`src/rtl/hangman_guess_tracker.sv`:
```
// Hangman round tracker: evaluates one guessed letter per go press against
// the latched five-slot word and runs the play / win / lose state machine.
module hangman_guess_tracker #(
  parameter int unsigned MAX_WRONG  = 6,
  parameter logic [4:0]  DUMMY_CODE = 5'b11111
) (
  input  logic       clk,
  input  logic       reset,
  input  logic       go,
  input  logic       new_game,
  input  logic [4:0] guess,
  input  logic [4:0] letter1,
  input  logic [4:0] letter2,
  input  logic [4:0] letter3,
  input  logic [4:0] letter4,
  input  logic [4:0] letter5,
  output logic [4:0] revealed,
  output logic [3:0] wrong_count,
  output logic       last_hit,
  output logic       last_repeat,
  output logic       last_invalid,
  output logic       ready,
  output logic       win,
  output logic       lose
);

  localparam int unsigned SLOTS = 5;
  localparam int unsigned LW    = 5;
  localparam int unsigned NLET  = 26;
  localparam int unsigned CW    = 4;

  localparam logic [CW-1:0] MAX_WRONG_C = CW'(MAX_WRONG);
  localparam logic [LW-1:0] LAST_LETTER = LW'(NLET - 1);

  localparam logic [2:0] S_READY   = 3'd0;
  localparam logic [2:0] S_EVAL    = 3'd1;
  localparam logic [2:0] S_RELEASE = 3'd2;
  localparam logic [2:0] S_WIN     = 3'd3;
  localparam logic [2:0] S_LOSE    = 3'd4;

  logic [2:0]                  state_q, state_d;
  logic [SLOTS-1:0][LW-1:0]    word_q, word_d;
  logic [LW-1:0]               guess_q, guess_d;
  logic [SLOTS-1:0]            revealed_q, revealed_d;
  logic [CW-1:0]               wrong_q, wrong_d;
  logic [NLET-1:0]             used_q, used_d;
  logic                        hit_q, hit_d;
  logic                        rep_q, rep_d;
  logic                        inv_q, inv_d;

  logic [SLOTS-1:0][LW-1:0]    letters_in;
  logic [SLOTS-1:0]            needed;
  logic [SLOTS-1:0]            match;
  logic                        complete;
  logic                        guess_valid;
  logic [NLET-1:0]             guess_onehot;
  logic                        is_repeat;

  assign letters_in = {letter5, letter4, letter3, letter2, letter1};

  // Slot bookkeeping: which slots count toward a win and which match the held guess.
  always_comb begin
    needed = '0;
    match  = '0;
    for (int i = 0; i < SLOTS; i++) begin
      needed[i] = (word_q[i] != DUMMY_CODE);
      match[i]  = (word_q[i] == guess_q) && needed[i];
    end
  end

  assign complete     = ((revealed_q & needed) == needed);
  assign guess_valid  = (guess_q <= LAST_LETTER);
  assign guess_onehot = NLET'(1) << guess_q;
  assign is_repeat    = |(used_q & guess_onehot);

  // Next-state and datapath update; new_game overrides everything.
  always_comb begin
    state_d    = state_q;
    word_d     = word_q;
    guess_d    = guess_q;
    revealed_d = revealed_q;
    wrong_d    = wrong_q;
    used_d     = used_q;
    hit_d      = hit_q;
    rep_d      = rep_q;
    inv_d      = inv_q;

    case (state_q)
      S_READY: begin
        if (complete) begin
          state_d = S_WIN;
        end else if (go) begin
          guess_d = guess;
          state_d = S_EVAL;
        end
      end
      S_EVAL: begin
        state_d = S_RELEASE;
        if (!guess_valid) begin
          inv_d = 1'b1;
          hit_d = 1'b0;
          rep_d = 1'b0;
        end else if (is_repeat) begin
          rep_d = 1'b1;
          hit_d = 1'b0;
          inv_d = 1'b0;
        end else if (|match) begin
          revealed_d = revealed_q | match;
          used_d     = used_q | guess_onehot;
          hit_d      = 1'b1;
          rep_d      = 1'b0;
          inv_d      = 1'b0;
        end else begin
          if (wrong_q < MAX_WRONG_C) begin
            wrong_d = wrong_q + CW'(1);
          end
          used_d = used_q | guess_onehot;
          hit_d  = 1'b0;
          rep_d  = 1'b0;
          inv_d  = 1'b0;
        end
      end
      S_RELEASE: begin
        if (!go) begin
          if (complete) begin
            state_d = S_WIN;
          end else if (wrong_q >= MAX_WRONG_C) begin
            state_d = S_LOSE;
          end else begin
            state_d = S_READY;
          end
        end
      end
      S_WIN, S_LOSE: begin
        state_d = state_q;
      end
      default: begin
        state_d = S_READY;
      end
    endcase

    if (new_game) begin
      state_d    = S_READY;
      word_d     = letters_in;
      guess_d    = '0;
      revealed_d = '0;
      wrong_d    = '0;
      used_d     = '0;
      hit_d      = 1'b0;
      rep_d      = 1'b0;
      inv_d      = 1'b0;
    end
  end

  // State and datapath registers; reset also latches the word.
  always_ff @(posedge clk) begin
    if (reset) begin
      state_q    <= S_READY;
      word_q     <= letters_in;
      guess_q    <= '0;
      revealed_q <= '0;
      wrong_q    <= '0;
      used_q     <= '0;
      hit_q      <= 1'b0;
      rep_q      <= 1'b0;
      inv_q      <= 1'b0;
    end else begin
      state_q    <= state_d;
      word_q     <= word_d;
      guess_q    <= guess_d;
      revealed_q <= revealed_d;
      wrong_q    <= wrong_d;
      used_q     <= used_d;
      hit_q      <= hit_d;
      rep_q      <= rep_d;
      inv_q      <= inv_d;
    end
  end

  assign revealed     = revealed_q;
  assign wrong_count  = wrong_q;
  assign last_hit     = hit_q;
  assign last_repeat  = rep_q;
  assign last_invalid = inv_q;
  assign ready        = (state_q == S_READY);
  assign win          = (state_q == S_WIN);
  assign lose         = (state_q == S_LOSE);

endmodule

```
`config.mk`:
```
export PLATFORM = sky130hd
export DESIGN_NAME = hangman_guess_tracker
export DESIGN_NICKNAME = d
export VERILOG_FILES = /design/src/rtl/hangman_guess_tracker.sv
export SDC_FILE = /design/constraint.sdc
export NUM_CORES = 1
export LEC_CHECK = 0
export ABC_AREA = 1
export CAP_MARGIN = 40
export CORE_ASPECT_RATIO = 0.5
export CORE_UTILIZATION = 42
export CTS_BUF_LIST = sky130_fd_sc_hd__clkbuf_2 sky130_fd_sc_hd__clkbuf_4 sky130_fd_sc_hd__clkbuf_8
export DETAILED_ROUTE_END_ITERATION = 10
export DONT_BUFFER_PORTS = 1
export HOLD_SLACK_MARGIN = 0.1
export PLACE_DENSITY = 0.67
export SYNTH_ARGS = -nofsm -noshare
export SYNTH_HDL_FRONTEND = slang
export SYNTH_SLANG_ARGS = --single-unit
```
`constraint.sdc`:
```
create_clock -name clk -period 2.8 [get_ports clk]
set_input_delay 0.56 -clock clk [delete_from_list [all_inputs] [get_ports clk]]
set_output_delay 0.56 -clock clk [all_outputs]
set_load 0.02 [all_outputs]
```
==> flow_summary.json, run 1 <==
{
  "grt_max_degree": 33,
  "worst-path-max-fanout": 16,
  "grt_setup_unrepaired": "no",
  "finalCriticalPeriod_ps": 2409,
  "die_height_um": 65.65,
  "fp.dieW_um": 129.3,
  "grt_pass1_vias": 2374,
  "seq_power_share": 0.540,
  "num_vias": 2733,
  "place_area_um2": 3506,
  "crit_arrival_ps": 2700,
  "rows": 22,
  "skew_ps": 8.643,
  "clk_latency_ps": 350,
  "path_cells": "inv_1 -> nand3_1 -> nor2_1 -> nand2_1 -> nand2_1 -> nor2_1 -> nand2_1 -> nor2_1 -> nand3_1 -> nor2_1 -> nor2_1 -> nor2_1",
  "boundaryPins": 49,
  "htreeDepth": 3,
  "gp_congestion": 0.8340,
  "final_common_cell": "nand2_1",
  "period_share": 0.8605,
  "hold_buffers": 0,
  "wirelength_um": 7232,
  "outcome": "finished, final reports clean",
  "start_util": 0.4496,
  "hold_viol": 0,
  "cp_slowest_stage_delay_ps": 750,
  "drive_gt1_frac": 0.06264,
  "slew_viol_final": 0,
  "yosysUniqueCellTypes": 28,
  "start_kind": "register",
  "grt_usage": 0.1926,
  "worstSetupPathType": "register to register",
  "cts-root-buf": "clkbuf_8",
  "combPwrFrac": 0.083,
  "cts_tree": "built",
  "drc": 0,
  "avgViaCountPerCell": 4.924,
  "final_area_um2": 3699,
  "syn_avg_cell_area_um2": 7.770,
  "diodes": 0,
  "powerDensity_nw_per_um2": 575.0,
  "final_cell_mix": "nand2_1, nor2_1, inv_1",
  "synth_warnings": 0,
  "switching_power_mw": 0.5199,
  "synth_area_um2": 3403,
  "max_freq_ghz": 0.4150,
  "cts_setup_buffers": 0,
  "cp.required_ps": 3090,
  "dp_hpwl_um": 5058,
  "synth_cells": 438,
  "tightest_slew_ps": 657.6,
  "setup_tns_ps": 0,
  "clock_sinks": 71,
  "dr.pass1.iters": 4,
  "cp_slowest_cell": "dfxtp_1",
  "wl_per_cell_um": 13.03,
  "ir_drop_v": 0.0003175,
  "clockPowerShare": 0.377,
  "fp.dieArea_um2": 8489,
  "dr.first_iter.drc_count": 183,
  "fin_nets": 478,
  "power.internal_mw": 1.607,
  "holdCritPathClass": "input pin to register",
  "grt_remaining_overflow": 0,
  "ys_ff_latch": 71,
  "worstSetupEndpointType": "register",
  "port_buffers": 0,
  "final_antenna_net_count": 0,
  "worst_path_most_repeated_cell": "nor2_1",
  "antenna_found_initial": 0,
  "clockBufferDepth": 2,
  "syn_to_final_growth_pct": 8.677,
  "postCtsResizedCells": 0,
  "setup_viol": 0,
  "cellLeakagePower_nw": 1.471,
  "slew_headroom": 0.5610,
  "seq_area_frac_synth": 0.4912,
  "synthesis.nets": 474,
  "power_switching_share": 0.2445,
  "cts.clk_slew.worst_paths_ps": 70,
  "grt_pass1_wl_um": 11980,
  "final_util": 0.4886,
  "drv_cap": 0,
  "core-area_um2": 7570,
  "cts_buffers": 9
}
-- kinds of logic (layout without fill, tap and decap cells) --
family,after synthesis,count (layout),synth area share
and+or+nand+nor,217,217,0.2651
DFF,71,71,0.4912
buffers and inverters,66,75,0.08456
AOI/OAI and AO/OA,60,60,0.09522
xor gates and xnor gates,22,22,0.05662
adders and majority gates,2,2,0.007352
-- per-layer routing --
layer,track usage,wire [µm],vias up
met5,0,0,-
met3,0.06515,462,9
met1,0.2597,3524,1237
met2,0.2849,3148,74
li1,-,-,1413
met4,0.07059,97,0
-- final timing paths --
| kind | cells past startpoint | from | to | slack, ps |
|---|---|---|---|---|
| worst max register to register | 12 | guess_q[2] | wrong_count[0] | 390 |
| worst min register to register | 2 | used_q[15] | used_q[15] | 450 |
| worst min-delay path | 0 | letter1[1] | word_q[1] | 300 |
| worst max-delay path | 12 | guess_q[2] | wrong_count[0] | 390 |
-- sequential cells by signal, summed over array words and instances, names as in the netlist --
name          count
guess_q           5
last_hit          1
last_invalid      1
last_repeat       1
revealed          5
state_q           3
used_q           26
word_q           25
wrong_count       4
-- power by group through the flow --
stage          sequential (mW)  clock [mW]  combinational [mW]
2_1_floorplan             1.16           0               0.144
3_3_place_gp              1.17           0               0.172
3_5_place_dp              1.17           0               0.175
4_1_cts                   1.15       0.827               0.175
5_1_grt                   1.15       0.859               0.200
6_report                  1.15       0.802               0.176
-- critical path: cells and delay by family (launching register included) --
kind,cells,cell delay [ps]
AND/OR/NAND/NOR,11,1380
flip-flops,1,750
buffers and inverters,1,220
-- per-stage QoR --
step	power, mW	cells	hold slack, ps	setup WS, ps
2_1_floorplan	1.304	438	429.9	765.1
3_3_place_gp	1.343	539	436.0	438.1
3_5_place_dp	1.346	539	440.3	454.8
4_1_cts	2.151	555	276.3	426.3
5_1_grt	2.214	555	272.5	28.31
6_report	2.127	555	301.0	390.6
-- Yosys cell counts --
library cell	n	share of area
a21boi_0	1	0.0022
a21oi_1	38	0.056
buf_2	4	0.0059
buf_4	5	0.011
buf_6	2	0.0066
clkbuf_1	4	0.0044
clkbuf_2	1	0.0015
dfxtp_1	46	0.27
edfxtp_1	25	0.22
ha_1	2	0.0074
inv_1	48	0.053
inv_2	2	0.0022
nand2_1	92	0.10
nand2_2	1	0.0018
nand3_1	28	0.041
nand3b_1	1	0.0022
nand4_1	11	0.020
nor2_1	74	0.082
nor2_2	2	0.0037
nor3_1	6	0.0088
nor3b_1	1	0.0022
nor4_1	1	0.0018
o21a_1	7	0.015
o21ai_0	12	0.018
o21bai_1	1	0.0022
o22ai_1	1	0.0018
xnor2_1	3	0.0077
xor2_1	19	0.049
-- layout make-up --
cell class / instances / area (µm²)
inverter: 50 / 187.7
fill: 755 / 3871
timing repair buffer: 9 / 67.56
multi-input combinational: 301 / 1444
clock buffer: 11 / 145.1
sequential: 71 / 1672
clock inverter: 5 / 47.55
tap: 108 / 135.1
Note: power is estimated with default switching activity, not from simulation.
==> inputs of run 2 (changes only) <==
Settings changed: ABC_AREA 1 to 0.
==> flow_summary.json, run 2 <==
{
  "outcome": "finished, final reports clean",
  "clk_latency_ps": 360,
  "largest_register_ffs": 26,
  "clock_sinks": 71,
  "final_antenna_net_count": 0,
  "combPwrFrac": 0.067,
  "grt_setup_unrepaired": "no",
  "power_switching_share": 0.2290,
  "antenna_found_initial": 0,
  "slew_viol_final": 0,
  "avgViaCountPerCell": 5.703,
  "num_vias": 2441,
  "cp.required_ps": 3100,
  "switching_power_mw": 0.4932,
  "tightest_slew_ps": 689.1,
  "dp_hpwl_um": 5273,
  "dr.first_iter.drc_count": 185,
  "cellLeakagePower_nw": 1.266,
  "ir_drop_v": 0.0003358,
  "yosysUniqueCellTypes": 56,
  "postCtsResizedCells": 0,
  "final_area_um2": 3676,
  "diodes": 0,
  "fp.dieW_um": 128.3,
  "wl_per_cell_um": 17.28,
  "hold_viol": 0,
  "synthesis.nets": 347,
  "fin_nets": 351,
  "syn_avg_cell_area_um2": 10.77,
  "cts_buffers": 9,
  "yosysTopAreaCellShare": 0.2749,
  "drive_gt1_frac": 0.1344,
  "ys_ff_latch": 71,
  "setup_viol": 0,
  "cts_tree": "built",
  "start_kind": "register",
  "cts-root-buf": "clkbuf_8",
  "synthTopCellsByCount": "dfxtp_1, edfxtp_1, nand2_1, nor2_1",
  "final_cell_mix": "dfxtp_1, edfxtp_1, nand2_1",
  "port_buffers": 0,
  "reg_top3": "used_q x26, word_q x25",
  "worstSetupPathType": "register to register",
  "cts_setup_buffers": 0,
  "holdCritPathClass": "input pin to register",
  "grt_pass1_wl_um": 12160,
  "die_height_um": 65.15,
  "skew_ps": 11.15,
  "synth_cells": 311,
  "drc": 0,
  "boundaryPins": 49,
  "start_util": 0.4457,
  "synthArstFlopShare": 0,
  "powerDensity_nw_per_um2": 585.8,
  "setup_tns_ps": 0,
  "reg2reg_from": "guess_q[2]",
  "yosysMostFrequentCell": "dfxtp_1",
  "wirelength_um": 7395,
  "grt_max_degree": 36,
  "synth_warnings": 0,
  "grt_remaining_overflow": 0,
  "final_common_cell": "dfxtp_1",
  "clockPowerShare": 0.401,
  "period_share": 0.8595,
  "crit_arrival_ps": 2700,
  "slew_headroom": 0.5371,
  "core-area_um2": 7515,
  "htreeDepth": 3,
  "hold_depth": 0,
  "drv_cap": 0,
  "power.internal_mw": 1.660,
  "fp.dieArea_um2": 8357,
  "synth_area_leader_cell": "dfxtp_1",
  "place_area_um2": 3463,
  "grt_pass1_vias": 2385,
  "seq_power_share": 0.532,
  "synth-edff-count": 25,
  "seq_area_frac_synth": 0.4991,
  "worst-path-max-fanout": 15,
  "rr_worst_depth": 7,
  "min_from": "letter3[4]",
  "synth_area_um2": 3349,
  "worstSetupEndpointType": "register",
  "dr.pass1.iters": 4,
  "post-place-ws_ps": 429.0,
  "cts.clk_slew.worst_paths_ps": 70,
  "max_freq_ghz": 0.4155,
  "finalCriticalPeriod_ps": 2407,
  "syn_to_final_growth_pct": 9.750,
  "hold_buffers": 0,
  "gp_congestion": 0.9100,
  "synth_area_leaders": "dfxtp_1, edfxtp_1, a32o_1",
  "top_register": "used_q",
  "crit_start": "guess_q[2]",
  "grt_usage": 0.1952,
  "clockBufferDepth": 2,
  "synthFlopType": "dfxtp_1",
  "rows": 22,
  "layout_setup_ws_ps": 393.3
}
## run 2: cell count changes after synthesis, moves of 6 or more
cell / delta
xnor2_1: +10
nand4_1: -6
mux2i_1: +9
nor3_1: +9
inv_1: -42
a21oi_1: -32
nor2_1: -57
xor2_1: -7
nand2_1: -71
nand3_1: -14
a32o_1: +15
## run 2: stage by stage
step,cells,hold WS (ps),utilization,total power [mW]
after floorplan,311,429.3,-,1.275
after global placement,412,450.6,0.4609,1.307
after detailed placement,412,456.8,0.4609,1.312
after CTS,428,273.4,0.4892,2.174
after global routing,428,268.9,0.4892,2.234
final,428,290.2,0.4892,2.153
## run 2: kinds of logic after synthesis
group | Yosys count | synth area share
AO/OA/AOI/OAI | 63 | 0.1565
AND/OR/NAND/NOR | 112 | 0.1905
multiplexers | 10 | 0.03362
buffers and inverters | 28 | 0.04744
adder cells (fa/ha/maj) | 2 | 0.007470
XOR/XNOR | 25 | 0.06537
flip-flops | 71 | 0.4991
## run 2: per-layer routing
layer / GRT usage / part of all wire / vias to the layer above
met5: 0 / 0 / -
met4: 0.08971 / 0.019 / 0
met3: 0.08062 / 0.067 / 15
met2: 0.3027 / 0.46 / 76
met1: 0.2385 / 0.45 / 1173
li1: - / - / 1177
## run 2: final cells by class
type                    count  area, µm²
fillers                   701       3839
flip-flops and latches     71       1672
multi-input cells         212       1521
clock buffers              13      172.7
well taps                 108      135.1
repair buffers             15      112.6
clock inverters             3      40.04
inverters                   6      22.52
## run 2: final timing paths
check	endpoint	slack [ps]
max	wrong_count[0]	390
min reg2reg	used_q[0]	480
min	word_q[14]	290
max reg2reg	wrong_count[0]	390
## run 2: power by group through the flow
| stage | clock, mW | sequential [mW] | combinational [mW] |
|---|---|---|---|
| 6_report | 0.863 | 1.15 | 0.145 |
| 5_1_grt | 0.925 | 1.15 | 0.159 |
| 4_1_cts | 0.884 | 1.15 | 0.145 |
| 3_5_place_dp | 0 | 1.17 | 0.144 |
| 3_3_place_gp | 0 | 1.17 | 0.140 |
| 2_1_floorplan | 0 | 1.15 | 0.121 |
## run 2: worst max-delay path: stages, from the launching register on
cell and delay (ps):
dfxtp_1 550, buf_4 260, or3_1 220, a21oi_1 80
a311oi_2 300, nand4_4 300, nor4_4 420, mux2i_1 210
